$ cat src/rtl/arbiter_pkg.sv
// -----------------------------------------------------------------------------
// arbiter_pkg
// Shared types and constants for the event arbiter path.
//   POLARITY     : width of the one-hot polarity request bus
//   dec_state_t  : replay FSM states of polarity_event_decoder
//   REQ_ON/OFF/IDLE : one-hot request encodings driven to the event sink
//   pol_to_req() : expands a 1-bit polarity into the one-hot request code
// -----------------------------------------------------------------------------
package arbiter_pkg;

   localparam int POLARITY = 2;

   typedef enum logic [1:0] {
      IDLE    = 2'd0,
      REQ     = 2'd1,
      RELEASE = 2'd2
   } dec_state_t;

   localparam logic [POLARITY-1:0] REQ_ON   = 2'b10;
   localparam logic [POLARITY-1:0] REQ_OFF  = 2'b01;
   localparam logic [POLARITY-1:0] REQ_IDLE = 2'b00;

   // A single polarity bit can only ever produce ON or OFF, never 2'b11.
   function automatic logic [POLARITY-1:0] pol_to_req(input logic pol);
      logic [POLARITY-1:0] code;
      if (pol) begin
         code = REQ_ON;
      end else begin
         code = REQ_OFF;
      end
      return code;
   endfunction

endpackage

$ cat src/rtl/pol_event_fifo.sv
// -----------------------------------------------------------------------------
// pol_event_fifo
// Synchronous FIFO buffering {address, polarity} events ahead of the replay FSM.
// Pushes are ignored when full and pops are ignored when empty. The head entry
// is presented combinationally on rdata_o.
//   clk_i     : clock
//   reset_n_i : synchronous active-low reset (clears pointers and count)
//   push_i    : write wdata_i if not full
//   pop_i     : advance the read pointer if not empty
//   wdata_i   : entry to write
//   rdata_o   : current head entry
//   count_o   : occupancy, 0..DEPTH
//   full_o    : count == DEPTH
//   empty_o   : count == 0
// DEPTH must be a power of 2 (>= 2) so the pointers wrap by natural overflow.
// -----------------------------------------------------------------------------
module pol_event_fifo #(
   parameter int DATA_W = 9,
   parameter int DEPTH  = 4
) (
   input  logic                       clk_i,
   input  logic                       reset_n_i,
   input  logic                       push_i,
   input  logic                       pop_i,
   input  logic [DATA_W-1:0]          wdata_i,
   output logic [DATA_W-1:0]          rdata_o,
   output logic [$clog2(DEPTH):0]     count_o,
   output logic                       full_o,
   output logic                       empty_o
);

   localparam int PTR_W = $clog2(DEPTH);
   localparam int CNT_W = PTR_W + 1;

   logic [DATA_W-1:0] mem_r [DEPTH];
   logic [PTR_W-1:0]  wr_ptr_r;
   logic [PTR_W-1:0]  rd_ptr_r;
   logic [CNT_W-1:0]  count_r;
   logic              full_s;
   logic              empty_s;
   logic              do_push_s;
   logic              do_pop_s;

   assign full_s    = (count_r == CNT_W'(DEPTH));
   assign empty_s   = (count_r == {CNT_W{1'b0}});
   assign do_push_s = push_i && !full_s;
   assign do_pop_s  = pop_i && !empty_s;

   // Pointer and occupancy bookkeeping; simultaneous push/pop leaves count unchanged.
   always_ff @(posedge clk_i) begin
      if (!reset_n_i) begin
         wr_ptr_r <= {PTR_W{1'b0}};
         rd_ptr_r <= {PTR_W{1'b0}};
         count_r  <= {CNT_W{1'b0}};
      end else begin
         if (do_push_s) begin
            wr_ptr_r <= wr_ptr_r + PTR_W'(1);
         end else begin
            wr_ptr_r <= wr_ptr_r;
         end
         if (do_pop_s) begin
            rd_ptr_r <= rd_ptr_r + PTR_W'(1);
         end else begin
            rd_ptr_r <= rd_ptr_r;
         end
         case ({do_push_s, do_pop_s})
            2'b10:   count_r <= count_r + CNT_W'(1);
            2'b01:   count_r <= count_r - CNT_W'(1);
            default: count_r <= count_r;
         endcase
      end
   end

   // Storage array; contents are don't-care until written, so no reset.
   always_ff @(posedge clk_i) begin
      if (do_push_s) begin
         mem_r[wr_ptr_r] <= wdata_i;
      end
   end

   assign rdata_o = mem_r[rd_ptr_r];
   assign count_o = count_r;
   assign full_o  = full_s;
   assign empty_o = empty_s;

endmodule

$ cat src/rtl/polarity_event_decoder.sv
// -----------------------------------------------------------------------------
// polarity_event_decoder
// Buffers {address, polarity} events and replays each one to an event sink over
// a 4-phase req/ack handshake, re-expanding polarity to one-hot (10=ON, 01=OFF).
//   clk_i, reset_n_i : clock, synchronous active-low reset
//   evt_valid_i/evt_ready_o/evt_addr_i/evt_pol_i : upstream event interface
//   req_o, addr_o    : registered one-hot request and its address to the sink
//   ack_i            : sink acknowledge
//   busy_o           : FSM not IDLE or FIFO non-empty
//   fifo_count_o     : FIFO occupancy
//   timeout_err_o    : sticky timeout flag
// Optional feature macro: POL_DEC_TIMEOUT_EN. When defined, a request that sees
// no ack for TIMEOUT_CYCLES cycles is dropped and timeout_err_o sets until reset.
// When undefined, REQ waits indefinitely and timeout_err_o is tied low.
// -----------------------------------------------------------------------------
module polarity_event_decoder
   import arbiter_pkg::*;
#(
   parameter int ADDR_W         = 8,
   parameter int FIFO_DEPTH     = 4,
   parameter int TIMEOUT_CYCLES = 255
) (
   input  logic                         clk_i,
   input  logic                         reset_n_i,
   input  logic                         evt_valid_i,
   output logic                         evt_ready_o,
   input  logic [ADDR_W-1:0]            evt_addr_i,
   input  logic                         evt_pol_i,
   output logic [POLARITY-1:0]          req_o,
   output logic [ADDR_W-1:0]            addr_o,
   input  logic                         ack_i,
   output logic                         busy_o,
   output logic [$clog2(FIFO_DEPTH):0]  fifo_count_o,
   output logic                         timeout_err_o
);

   localparam int ENTRY_W = ADDR_W + 1;

   // Reject configurations the pointer arithmetic and timeout compare cannot support.
   if (FIFO_DEPTH < 2 || (FIFO_DEPTH & (FIFO_DEPTH - 1)) != 0) begin : g_bad_depth
      $error("FIFO_DEPTH must be a power of 2 and at least 2");
   end
   if (TIMEOUT_CYCLES < 1) begin : g_bad_timeout
      $error("TIMEOUT_CYCLES must be at least 1");
   end

   dec_state_t           state_r;
   logic [POLARITY-1:0]  req_r;
   logic [ADDR_W-1:0]    addr_r;
   logic [ENTRY_W-1:0]   head_s;
   logic                 fifo_full_s;
   logic                 fifo_empty_s;
   logic                 pop_s;
   logic                 tmo_expire_s;

   // Only an idle FSM consumes the FIFO head.
   assign pop_s = (state_r == IDLE) && !fifo_empty_s;

   pol_event_fifo #(
      .DATA_W (ENTRY_W),
      .DEPTH  (FIFO_DEPTH)
   ) u_fifo (
      .clk_i     (clk_i),
      .reset_n_i (reset_n_i),
      .push_i    (evt_valid_i),
      .pop_i     (pop_s),
      .wdata_i   ({evt_addr_i, evt_pol_i}),
      .rdata_o   (head_s),
      .count_o   (fifo_count_o),
      .full_o    (fifo_full_s),
      .empty_o   (fifo_empty_s)
   );

`ifdef POL_DEC_TIMEOUT_EN
   localparam int              TMO_W    = $clog2(TIMEOUT_CYCLES + 1);
   localparam logic [TMO_W-1:0] TMO_LAST = TMO_W'(TIMEOUT_CYCLES - 1);

   logic [TMO_W-1:0] tmo_cnt_r;
   logic             tmo_err_r;

   // The counter holds (REQ cycles elapsed - 1); ack in the final cycle still wins.
   assign tmo_expire_s = (state_r == REQ) && !ack_i && (tmo_cnt_r == TMO_LAST);

   // REQ-cycle counter, cleared on REQ entry, plus the sticky error flag.
   always_ff @(posedge clk_i) begin
      if (!reset_n_i) begin
         tmo_cnt_r <= {TMO_W{1'b0}};
         tmo_err_r <= 1'b0;
      end else begin
         if (pop_s) begin
            tmo_cnt_r <= {TMO_W{1'b0}};
         end else if (state_r == REQ && !tmo_expire_s) begin
            tmo_cnt_r <= tmo_cnt_r + TMO_W'(1);
         end else begin
            tmo_cnt_r <= tmo_cnt_r;
         end
         if (tmo_expire_s) begin
            tmo_err_r <= 1'b1;
         end else begin
            tmo_err_r <= tmo_err_r;
         end
      end
   end

   assign timeout_err_o = tmo_err_r;
`else
   assign tmo_expire_s  = 1'b0;
   assign timeout_err_o = 1'b0;
`endif

   // Replay FSM: request outputs are registered so req_o/addr_o are glitch-free
   // and cannot change while a request is being presented.
   always_ff @(posedge clk_i) begin
      if (!reset_n_i) begin
         state_r <= IDLE;
         req_r   <= REQ_IDLE;
         addr_r  <= {ADDR_W{1'b0}};
      end else begin
         case (state_r)
            IDLE: begin
               if (pop_s) begin
                  state_r <= REQ;
                  req_r   <= pol_to_req(head_s[0]);
                  addr_r  <= head_s[ENTRY_W-1:1];
               end else begin
                  state_r <= IDLE;
                  req_r   <= REQ_IDLE;
               end
            end
            REQ: begin
               if (ack_i) begin
                  state_r <= RELEASE;
                  req_r   <= REQ_IDLE;
               end else if (tmo_expire_s) begin
                  state_r <= IDLE;
                  req_r   <= REQ_IDLE;
               end else begin
                  state_r <= REQ;
               end
            end
            RELEASE: begin
               req_r <= REQ_IDLE;
               if (!ack_i) begin
                  state_r <= IDLE;
               end else begin
                  state_r <= RELEASE;
               end
            end
            default: begin
               state_r <= IDLE;
               req_r   <= REQ_IDLE;
            end
         endcase
      end
   end

   assign req_o       = req_r;
   assign addr_o      = addr_r;
   assign evt_ready_o = !fifo_full_s;
   assign busy_o      = (state_r != IDLE) || !fifo_empty_s;

endmodule
$ cat config.mk
export PLATFORM = sky130hd
export DESIGN_NAME = polarity_event_decoder
export DESIGN_NICKNAME = d
export VERILOG_FILES = /design/src/rtl/arbiter_pkg.sv /design/src/rtl/pol_event_fifo.sv /design/src/rtl/polarity_event_decoder.sv
export SDC_FILE = /design/constraint.sdc
export NUM_CORES = 1
export LEC_CHECK = 0
export ABC_AREA = 1
export BUFFER_PORTS_ARGS = -buffer_cell sky130_fd_sc_hd__clkbuf_2
export CAP_MARGIN = 5
export CELL_PAD_IN_SITES_DETAIL_PLACEMENT = 1
export CELL_PAD_IN_SITES_GLOBAL_PLACEMENT = 1
export CORE_MARGIN = 5
export CORE_UTILIZATION = 28
export DETAILED_ROUTE_END_ITERATION = 8
export MAX_ROUTING_LAYER = met4
export PLACE_DENSITY = 0.51
export RECOVER_POWER = 100
export REMOVE_ABC_BUFFERS = 1
export SETUP_SLACK_MARGIN = 0.1
export SLEW_MARGIN = 40
export SYNTH_ARGS = -nofsm -noshare
export SYNTH_HDL_FRONTEND = slang
export SYNTH_SLANG_ARGS = --single-unit
$ cat constraint.sdc
create_clock -name clk_i -period 2.3 [get_ports clk_i]
set_input_delay 0.115 -clock clk_i [delete_from_list [all_inputs] [get_ports clk_i]]
set_output_delay 0.115 -clock clk_i [all_outputs]
set_load 0.02 [all_outputs]
# [After elaboration in Yosys (flattened, before gate mapping)]
# Memories as Yosys holds them, arrays and structs flattened. A register that Yosys moved wholly into a read port is not among the register bits.
# Cells that the tools add are included.
[classes] addsub=4 n_eq_ne=6 n_mux=13 reduce_logical=11
[ops] op="two-way mux 2 bit" n=7
[ops] op="one-hot mux 2 bit (3 select lines)" n=1
[ops] op="one-hot mux 3 bit (2 select lines)" n=1
[ops] op="adder 2 x 1 -> 2 bit, second input constant" n=2
[ops] op="== test 2 x 1 -> 1 bit, second input constant" n=2
[ops] op="== test 2 bit, second input constant" n=2
[ops] op="one-hot mux 2 bit (2 select lines)" n=1
[ops] op="nonzero test 2 bit" n=2
[ops] op="adder 3 x 1 -> 3 bit, second input constant" n=1
[ops] op="== test 3 bit, second input constant" n=1
[ops] op="logical AND 1 bit" n=3
[ops] op="zero test 3 bit" n=1
[ops] op="two-way mux 1 bit" n=3
[ops] op="subtractor 3 x 1 -> 3 bit, second input constant" n=1
[ops] op="zero test 1 bit" n=2
[ops] op="zero test 2 bit" n=1
[ops] op="!= test 2 bit, second input constant" n=1
[ops] op="AND reduction 2 bit" n=1
[ops] op="logical OR 1 bit" n=1
[word_totals] regBits=19 ramBits=36 mem_count=1
[memory_table] name="u_fifo.mem_r" words=4 word_bits=9 read_ports=1 rd_ports_with_merged_regs=1 wr=1 line_no="pol_event_fifo.sv:35" text="logic [DATA_W-1:0] mem_r [DEPTH];"

# [Longest topological paths before layout]
# Gate-level depths: netlist (run 1).
[depth] depth_word=6 ltp_mapped=12

# [Modules after synthesis]
# Synthesis (run 1) repeated with hierarchy kept, for this count alone.
[hier_totals] hier_cells=233 area_unflattened_um2=2388.5
[by_module_without_submodules] mod="pol_event_fifo" n_inst=1 cells_per_inst=156 area_per_inst_um2=1855.5 seq_area_each_um2=1261.2
[by_module_without_submodules] mod="polarity_event_decoder" n_inst=1 cells_per_inst=77 area_per_inst_um2=533.0 seq_area_each_um2=240.2

# [Worst setup path before layout (run 1)]
# OpenSTA, ideal clock, no wires.
[synth_timing] path_type="flip-flop to flip-flop" from="reg u_fifo.count_r[0], in the netlist u_fifo.count_o[0]" to="reg u_fifo.count_r[2], in the netlist u_fifo.count_o[2]" setup_time_ps=122 arrival_time_ps=1820 t_required_ps=2178 setup_slack_ps=358 stages_incl_launch_ff=11 synth_period_minus_slack_ps=1942 cell_sequence="dfxtp_1 nor2_4 nand2_1 nand2_2 ha_1 inv_1 fa_1 nand2_1 nand3_1 o21ai_0 a21oi_1"
[synth_via] elab_cells_between_ends=13
[synth_lines] element="from (decl)" line_no="pol_event_fifo.sv:38" text="logic [CNT_W-1:0] count_r;"
[synth_lines] element="from (signal assigned)" line_no="pol_event_fifo.sv:54" text="count_r <= {CNT_W{1'b0}};"
[synth_lines] element="from (signal assigned)" line_no="pol_event_fifo.sv:67" text="2'b10: count_r <= count_r + CNT_W'(1);"
[synth_lines] element="from (signal assigned)" line_no="pol_event_fifo.sv:68" text="2'b01: count_r <= count_r - CNT_W'(1);"
[synth_lines] element="== test 3 bit *" line_no="pol_event_fifo.sv:44" text="assign full_s = (count_r == CNT_W'(DEPTH));"
[synth_lines] element="zero test 1 bit *"
[synth_lines] element="via evt_ready_o" line_no="polarity_event_decoder.sv:26" text="output logic evt_ready_o,"
[synth_lines] element="logical AND 1 bit *" line_no="pol_event_fifo.sv:46" text="assign do_push_s = push_i && !full_s;"
[synth_lines] element="== test 2 x 1 -> 1 bit / == test 2 bit (equally long branches)" line_no="pol_event_fifo.sv:66" text="case ({do_push_s, do_pop_s})"
[synth_lines] element="one-hot mux 3 bit (2 select lines) / nonzero test 2 bit (equally long branches)"
# Mark *: on every way through the listed nets, which the timed path passes. The rest lies on a longest branch.
# A chain may end at the register's enable or synchronous reset.

# [Worst setup path after layout (run 1)]
[layout_timing] from="reg u_fifo.count_r[0], in the netlist u_fifo.count_o[0]" to="reg u_fifo.count_r[2], in the netlist u_fifo.count_o[2]"
[layout_via] elab_chain_cells=6 elab_cells_between_ends=13
[layout_lines] element="zero test 3 bit" line_no="pol_event_fifo.sv:45" text="assign empty_s = (count_r == {CNT_W{1'b0}});"
[layout_lines] element="zero test 1 bit" line_no="pol_event_fifo.sv:47, polarity_event_decoder.sv:57"
[layout_lines] element="logical AND 1 bit" line_no="polarity_event_decoder.sv:57" text="assign pop_s = (state_r == IDLE) && !fifo_empty_s;"
[layout_lines] element="logical AND 1 bit" line_no="pol_event_fifo.sv:47" text="assign do_pop_s = pop_i && !empty_s;"
[layout_lines] element="== test 2 x 1 -> 1 bit / == test 2 bit (equally long branches)" line_no="pol_event_fifo.sv:66"
[layout_lines] element="one-hot mux 3 bit (2 select lines) / nonzero test 2 bit (equally long branches)"
# Several ways; a longest one is shown, not always the timed one.

==> results, run 1 <==
- edfxtp_1 takes more of the synthesized area than any other cell.
- The post-detailed-routing wire length is between 4000 and 5000 um.
- On the final layout, the worst hold slack is ~0.032 ns.
- The worst hold path begins at ack_i.
- Relative to the synthesized area, the layout overhead comes to 16.5%.
- Once the clock tree was built, the setup fixing pass inserted 0 buffers.
- The worst endpoint required time is around 2.5 ns.
- The total global-route track usage is between 10% and 20%.
- The power after layout is about 3.3 mW.
- Gates resized during post-CTS repair numbered 0.
- For this block, the via count after detailed routing is 1,587.
- After legalization and detailed placement, the total HPWL measured 3350 um.
- The wire length of the first global-routing pass is 8330 um.
- The leftover overflow at the end of global routing is 0.
- Setup violations remaining at the end of the flow were counted as 0.
- Across the routed clock network, the largest skew measured is 0.00629 ns.
- The initial cell density of the core is between 20% and 30%.
- Timing would allow up to around 530 MHz.
- Setup repair after global routing left no endpoint under its margin.
- The die covers roughly 10,000 um^2.
- After floorplanning, the core was divided into 33 placement rows.
- The source of the worst register-to-register timing path is u_fifo.count_o[0].
- The H-tree depth reported by CTS is 3.
- The final-stage net count is 279.
- Power spread over the standard cell area amounts to about 1200 nW/um^2.
- The per-cell routed wire length is between 10 and 15 um.
- Of the available clock period, the critical path in the final layout requires between 80% and 90%.
- The number of maximum-capacitance constraint violations is 0.
- Clock tree synthesis found a total of 57 sinks.
- The first-pass iteration count of the detailed router is 4.
- Along the worst hold path, the cell count comes to 3.
- The average via count per standard cell is roughly 4.3.
- The proportion of netlist area held by the largest area contributor is between 40% and 50%.
- The height of the die is 101 um.
- In this run the deepest clock path goes through 2 buffers.
- In this run, the number of DRC markers left after iteration 0 of detailed routing was 31.
- The number of antenna violations at the first check in global routing is 0.
- The number of nets still failing antenna checks after routing is 0.
- The number of global-route vias before repair is 1,648.
- The number of diodes added for antenna fixing is 0.
- The worst setup path is launched from a flop.
- Synthesis produced about 220 cells.
- The total DRC errors in the routed layout is 0.
- The normalized max-slew margin is a little over half.
- The clock tree from TritonCTS is yes.
- The width of the die is between 100 and 150 um.
- A synthesized cell averages approximately 10 um^2.
- The number of fill cells is 970.
- By area the synthesized netlist is led by edfxtp_1 46%, dfxtp_1 18%, nor2_1 6.1%.
- The number of buffer cells added on primary ports is 27.
- The distinct cell type count of the synthesized netlist is 21.
- The total count of hold-check failures in the final report is 0.
- The worst supply voltage drop on vdd is 0.292 mV.
- The setup total negative slack is 0 ns.
- The max-slew violation count is 0.
- The synthesized netlist occupies a cell area of 2330 um^2.
- The worst register-to-register path has a setup slack of about 0.40 ns.
- For the pin with the worst max-slew slack, the measured transition is a little under 0.7 ns.
- The leakage power is approximately 1.0 nW.
- The path with the worst hold slack has its endpoint at state_r[1].
- Along the worst path, the maximum fanout reaches 9.
- The count of synthesis-stage warnings from yosys is 0.
- The region available for standard cell placement spans 8180 um^2.
- The post-cts hold buffer count is 2.
- Cells with a size suffix above 1 make up roughly 9% of the layout.
- The top-level port count is 29.
- In this run the clock root is driven by a clkbuf_8.
- The kind of end point of the critical path is a flop.
- Synthesis inferred 57 register bits.
- Entering global routing, the biggest net connects 19 pins.
- The worst register-to-register path ends at u_fifo.count_o[2].
- The clock edge transition at the registers on the reported setup and hold paths is around 0.07 ns.
- For the worst-skew pair, the clock arrives at the later sink with an insertion delay of between 0.3 and 0.4 ns.
- The TritonCTS buffer count is 9.
- The global placer's final weighted congestion is between 0.7 and 0.8.
- The flow ran to the end, and the final reports show no timing, DRC or antenna violations.
- Summing the sequential cell areas from Yosys gives between 60 and 70% of the chip area.
- The worst setup path is of the flop to flop kind.
- The number of cell instances on the worst register-to-register path is 10.
- The arrival time reported for the critical path endpoint is 2.12 ns.
- The path category of the worst min-delay check is input port to flop.
- The worst path in the final design needs a cycle of roughly 1.9 ns, including I/O delays and setup.
## cell usage in the layout, fill, tap and decap left out, types with 2 or more instances in the layout
cell type,n
a21oi_1,11
buf_4,2
clkbuf_1,29
clkbuf_2,3
clkbuf_8,10
clkinv_2,3
clkinvlp_4,2
dfxtp_1,21
dlygate4sd3_1,2
edfxtp_1,36
ha_1,5
inv_1,26
nand2_1,32
nand3_1,6
nor2_1,38
o211ai_1,8
o21ai_0,22
## layer usage
metal	wire length, um	vias to the layer above	part of all wire (%)	GRT usage, %
met4	101	0	2.1	6.13
met3	127	6	2.6	2.48
met1	2280	754	46	13.5
met2	2400	20	49	17.3
li1	-	807	-	-
met5	0	-	0	-
## worst max-delay path, stage by stage (launching register included)
cell,delay [ns]
dfxtp_1,0.35
nor2_4,0.14
nand2_1,0.09
nand2_2,0.15
ha_1,0.19
inv_1,0.07
fa_1,0.38
nand2_1,0.08
nand3_1,0.10
o21ai_0,0.17
a21oi_1,0.07
## stage by stage
stage                     setup WS, ns  cell area (um^2)  util (%)  std cells
final                            0.397              2710      33.1        370
after global routing             0.128              2710      33.1        370
after global placement           0.483              2570      31.4        352
after detailed placement         0.393              2570      31.4        352
after CTS                        0.360              2760      33.8        370
after floorplan                  0.310              2250         -        213
## worst max-delay path by stage
stage,from,to,slack [ns]
CTS,u_fifo.count_o[0],u_fifo.count_o[2],0.36
finish,u_fifo.count_o[0],u_fifo.count_o[2],0.40
floorplan,u_fifo.count_o[2],u_fifo.count_o[2],0.31
detailed placement,u_fifo.count_o[0],u_fifo.count_o[2],0.39
global placement,u_fifo.count_o[0],u_fifo.count_o[2],0.48
global route,u_fifo.count_o[1],u_fifo.count_o[2],0.13
## final cells by class
type / count / area, um^2 / share of cell area (%)
repair buffers: 36 / 159 / 5.87
well taps: 105 / 131 / 4.85
clock inverters: 6 / 33.8 / 1.25
flip-flops and latches: 57 / 1500 / 55.4
clock buffers: 10 / 138 / 5.08
inverters: 27 / 101 / 3.74
multi-input cells: 129 / 644 / 23.8
## cells in the mapped netlist
cell type	n
a21oi_1	10
a21oi_2	2
buf_4	5
buf_6	3
clkbuf_1	1
conb_1	1
dfxtp_1	21
edfxtp_1	36
fa_1	1
ha_1	5
inv_1	26
inv_2	1
nand2_1	32
nand2_2	1
nand3_1	6
nor2_1	38
nor2_4	1
nor3_1	1
o211ai_1	8
o21ai_0	22
xor2_1	1
## kinds of logic (layout without fill, tap and decap cells)
kind of cell	count (synthesis)	after routing	share of synthesized area (%)
other	1	1	0.161
adder cells (fa/ha/maj)	6	6	3.55
XOR/XNOR	1	1	0.377
buffers and inverters	36	79	7.58
AND/OR/NAND/NOR	79	79	13.6
flip-flops	57	57	64.6
AO/OA/AOI/OAI	42	42	10.2
## sequential cells by signal, summed over array words and instances (netlist names), named ones only
register,count
u_fifo.mem_r,36
req_o,2
u_fifo.wr_ptr_r,2
state_r,2
u_fifo.rd_ptr_r,2
u_fifo.count_o,3
addr_o,8
## power by group
part           leakage, nW  switching (mW)  internal [mW]
logic                0.436           0.712          0.324
clock network       0.0855           0.402          0.410
registers            0.504           0.144           1.29
(Power assumes the default switching activity.)
==> run 2, diff against run 1 <==
==> constraint.sdc (replaced) <==
create_clock -name clk_i -period 1.93 [get_ports clk_i]
set_input_delay 0.0965 -clock clk_i [delete_from_list [all_inputs] [get_ports clk_i]]
set_output_delay 0.0965 -clock clk_i [all_outputs]
set_load 0.02 [all_outputs]
==> results, run 2 (synthesis results as in run 1) <==
- The worst hold slack after final layout is 0.0233 ns (-0.00870 ns).
- The post-detailed-routing wire length is 4970 um (+1.2%).
- In this design, the critical path's most frequently occurring cell is nand2_2.
- The H-tree depth reported by CTS is 3 (unchanged).
- The delay of the slowest cell on the worst path came to 0.36 ns (-0.02 ns).
- The final-stage net count came to 288 (+3.2%).
- The clock latency of the later-clocked register in the worst-skew pair is 0.32 ns (about the same).
- The number of fill cells is 952 (-1.9%).
- The number of maximum-capacitance constraint violations is 0 (unchanged).
- The width of the die is 101 um (unchanged).
- The average via count per standard cell was 4.26 (-0.59%).
- The leakage power is 1.10 nW (+7.1%).
- The number of diodes added for antenna fixing is 0 (unchanged).
- The TritonCTS buffer count is 9 (unchanged).
- In this design, the largest share of critical-path delay is due to adder cells.
- The fraction of layout cells with a size suffix above 1 is 13.9% (+4.8 points).
- The share of the clock period used by the worst path was 89.2% (+6.5 points).
- The leftover overflow at the end of global routing is 0 (unchanged).
- The number of sinks on the clock net came to 57 (unchanged).
- The clock tree from TritonCTS is yes.
- The first-pass iteration count of the detailed router was 4 (unchanged).
- Counting flops per register, the top entry is u_fifo.mem_r.
- The arrival time reported for the critical path endpoint is 1.94 ns (-0.18 ns).
- The critical path class is flop to flop.
- The normalized max-slew margin is 60.3% (+5.5 points).
- The total count of hold-check failures in the final report is 0 (unchanged).
- The cell count after placement came to 354 (+0.57%).
- The wire length of the first global-routing pass is 7800 um (-6.4%).
- The core footprint came to 8180 um^2 (unchanged).
- The top-level port count is 29 (unchanged).
- The overall via count from detail_route was 1,616 (+1.8%).
- The number of antenna violations at the first check in global routing is 0 (unchanged).
- The height of the die is 101 um (unchanged).
- The run finished with clean final reports.
- The worst path buffer plus inverter count came to 1 (unchanged).
- The setup violation total in the final timing report is 0 (unchanged).
- The kind of end point of the critical path is a flop.
- The total non-filler cell area in the finished layout is 2860 um^2 (+5.5%).
- The total DRC errors in the routed layout is 0 (unchanged).
- The worst hold path belongs to the class input port to flop.
- The shortest clock period the worst path allows after layout is 1.72 ns (-0.181 ns).
- The per-cell routed wire length is 13.1 um (-1.2%).
- The global placer's final weighted congestion is 0.721 (+0.19%).
- The clock edge transition at the registers on the reported setup and hold paths is 0.07 ns (about the same).
- The initial cell density of the core is 28.5% (unchanged).
- The number of DRC violations after detailed-routing iteration 0 is 38 (+23%).
- Leaving out fill and tap cells, the most frequent cell in the layout is nor2_1.
- The slowest cell on the critical path is dfxtp_4.
- The number of global-route vias before repair is 1,593 (-3.3%).
- The worst clock skew is 0.00528 ns (-0.00101 ns).
- The area of the die is 10,200 um^2 (unchanged).
- The count of non-filler cells in the finished layout is 379 (+2.4%).
- Setup repair after global routing left no endpoint under its margin.
- The worst endpoint required time is 2.15 ns (-0.36 ns).
- The number of buffer cells added on primary ports came to 27 (unchanged).
- The worst-path maximum fanout was 4 (-5).
- The maximum achievable frequency is 581 MHz (+11%).
- The placed instance area is 2580 um^2 (+0.58%).
- The post-CTS setup repair buffer count is 0 (unchanged).
- Traced cell by cell, the critical path runs through nor2_4 > nand2_1 > nand2_2 > ha_1 > inv_2 > fa_2 > nand2_2 > nand3_2 > o21ai_2 > a21oi_1.
- The max-slew violation count is 0 (unchanged).
- The number of buffers on the longest clock path is 2 (unchanged).
- The total global-route track usage is 10.6% (-0.60 points).
- The measured slew at the worst slew-check pin is 0.595 ns (-0.0827 ns).
- The half-perimeter wire length after detailed placement is 3300 um (-1.6%).
- The largest net degree at the start of global routing is 19 (unchanged).
- The flip-flop count of the largest register after layout was 36 (unchanged).
- The cell row count is 33 (unchanged).
- The number of nets still failing antenna checks after routing is 0 (unchanged).
- Compared with the post-synthesis result, the final layout area differs by 22.8%.
- In the layout the commonest cells are 38 x nor2_1, 36 x edfxtp_1, 31 x nand2_1, 27 x clkbuf_1, 24 x inv_1.
- The power per cell area came to 1470 nW/um^2 (+22%).
- The worst supply voltage drop on vdd is 0.366 mV (+25%).
- The worst setup path is launched from a flop.
- The clock root buffer is clkbuf_8.
[run 2: cell count changes in the layout (fill, tap and decap cells not counted), moves of 2 or more]
cell           before  now
clkbuf_2            3    7
bufinv_16           0    2
inv_2               1    3
inv_1              26   24
clkbuf_1           29   27
dfxtp_1            21   19
dlygate4sd3_1       2    9
[run 2: power by group]
group          internal, mW  switching (mW)  total [mW]
registers              1.54           0.124        1.66
clock network         0.720           0.479        1.20
logic                 0.428           0.918        1.35
[run 2: worst paths after layout]
path,cells past startpoint,endpoint,from,slack [ns]
worst max register to register,10,u_fifo.count_o[2],u_fifo.count_o[1],0.21
worst min-delay path,3,state_r[1],ack_i,0.02
worst min register to register,1,state_r[1],state_r[0],0.43
worst max-delay path,10,u_fifo.count_o[2],u_fifo.count_o[1],0.21
[run 2: per-layer routing]
layer | share of wire, % | global-route usage, %
met5 | 0 | -
met4 | 1.6 | 3.99
met3 | 3.3 | 2.89
met2 | 51 | 18.3
met1 | 44 | 11.5
[run 2: timing repair]
action	CTS	global route
hold buffers	9	0
setup endpoints to repair	0	1
gates resized for setup	0	14
hold endpoints to repair	35	0
[run 2: layout make-up]
class | count | area [um^2] | area share [%]
tap | 105 | 131 | 4.60
inverter | 27 | 101 | 3.55
clock inverter | 6 | 82.6 | 2.89
multi-input combinational | 129 | 662 | 23.2
clock buffer | 10 | 128 | 4.47
timing repair buffer | 45 | 245 | 8.59
sequential | 57 | 1510 | 52.7
[run 2: stage by stage]
step / setup TNS, ns / worst slack (ns) / utilization (%) / power, mW
after floorplan: -0.0600 / -0.0600 / - / 2.57
after global placement: 0 / 0.215 / 31.6 / 3.06
after detailed placement: 0 / 0.141 / 31.6 / 3.09
after CTS: 0 / 0.126 / 35.3 / 4.32
after global routing: 0 / 0.0544 / 34.9 / 4.53
final: 0 / 0.208 / 34.9 / 4.21
[run 2: worst register-to-register path: cells and delay by family (launching register included)]
kind,cells,cell delay [ns]
AO/OA/AOI/OAI,2,0.17
adder cells (fa/ha/maj),2,0.53
buffers and inverters,1,0.06
flip-flops,1,0.36
AND/OR/NAND/NOR,5,0.48
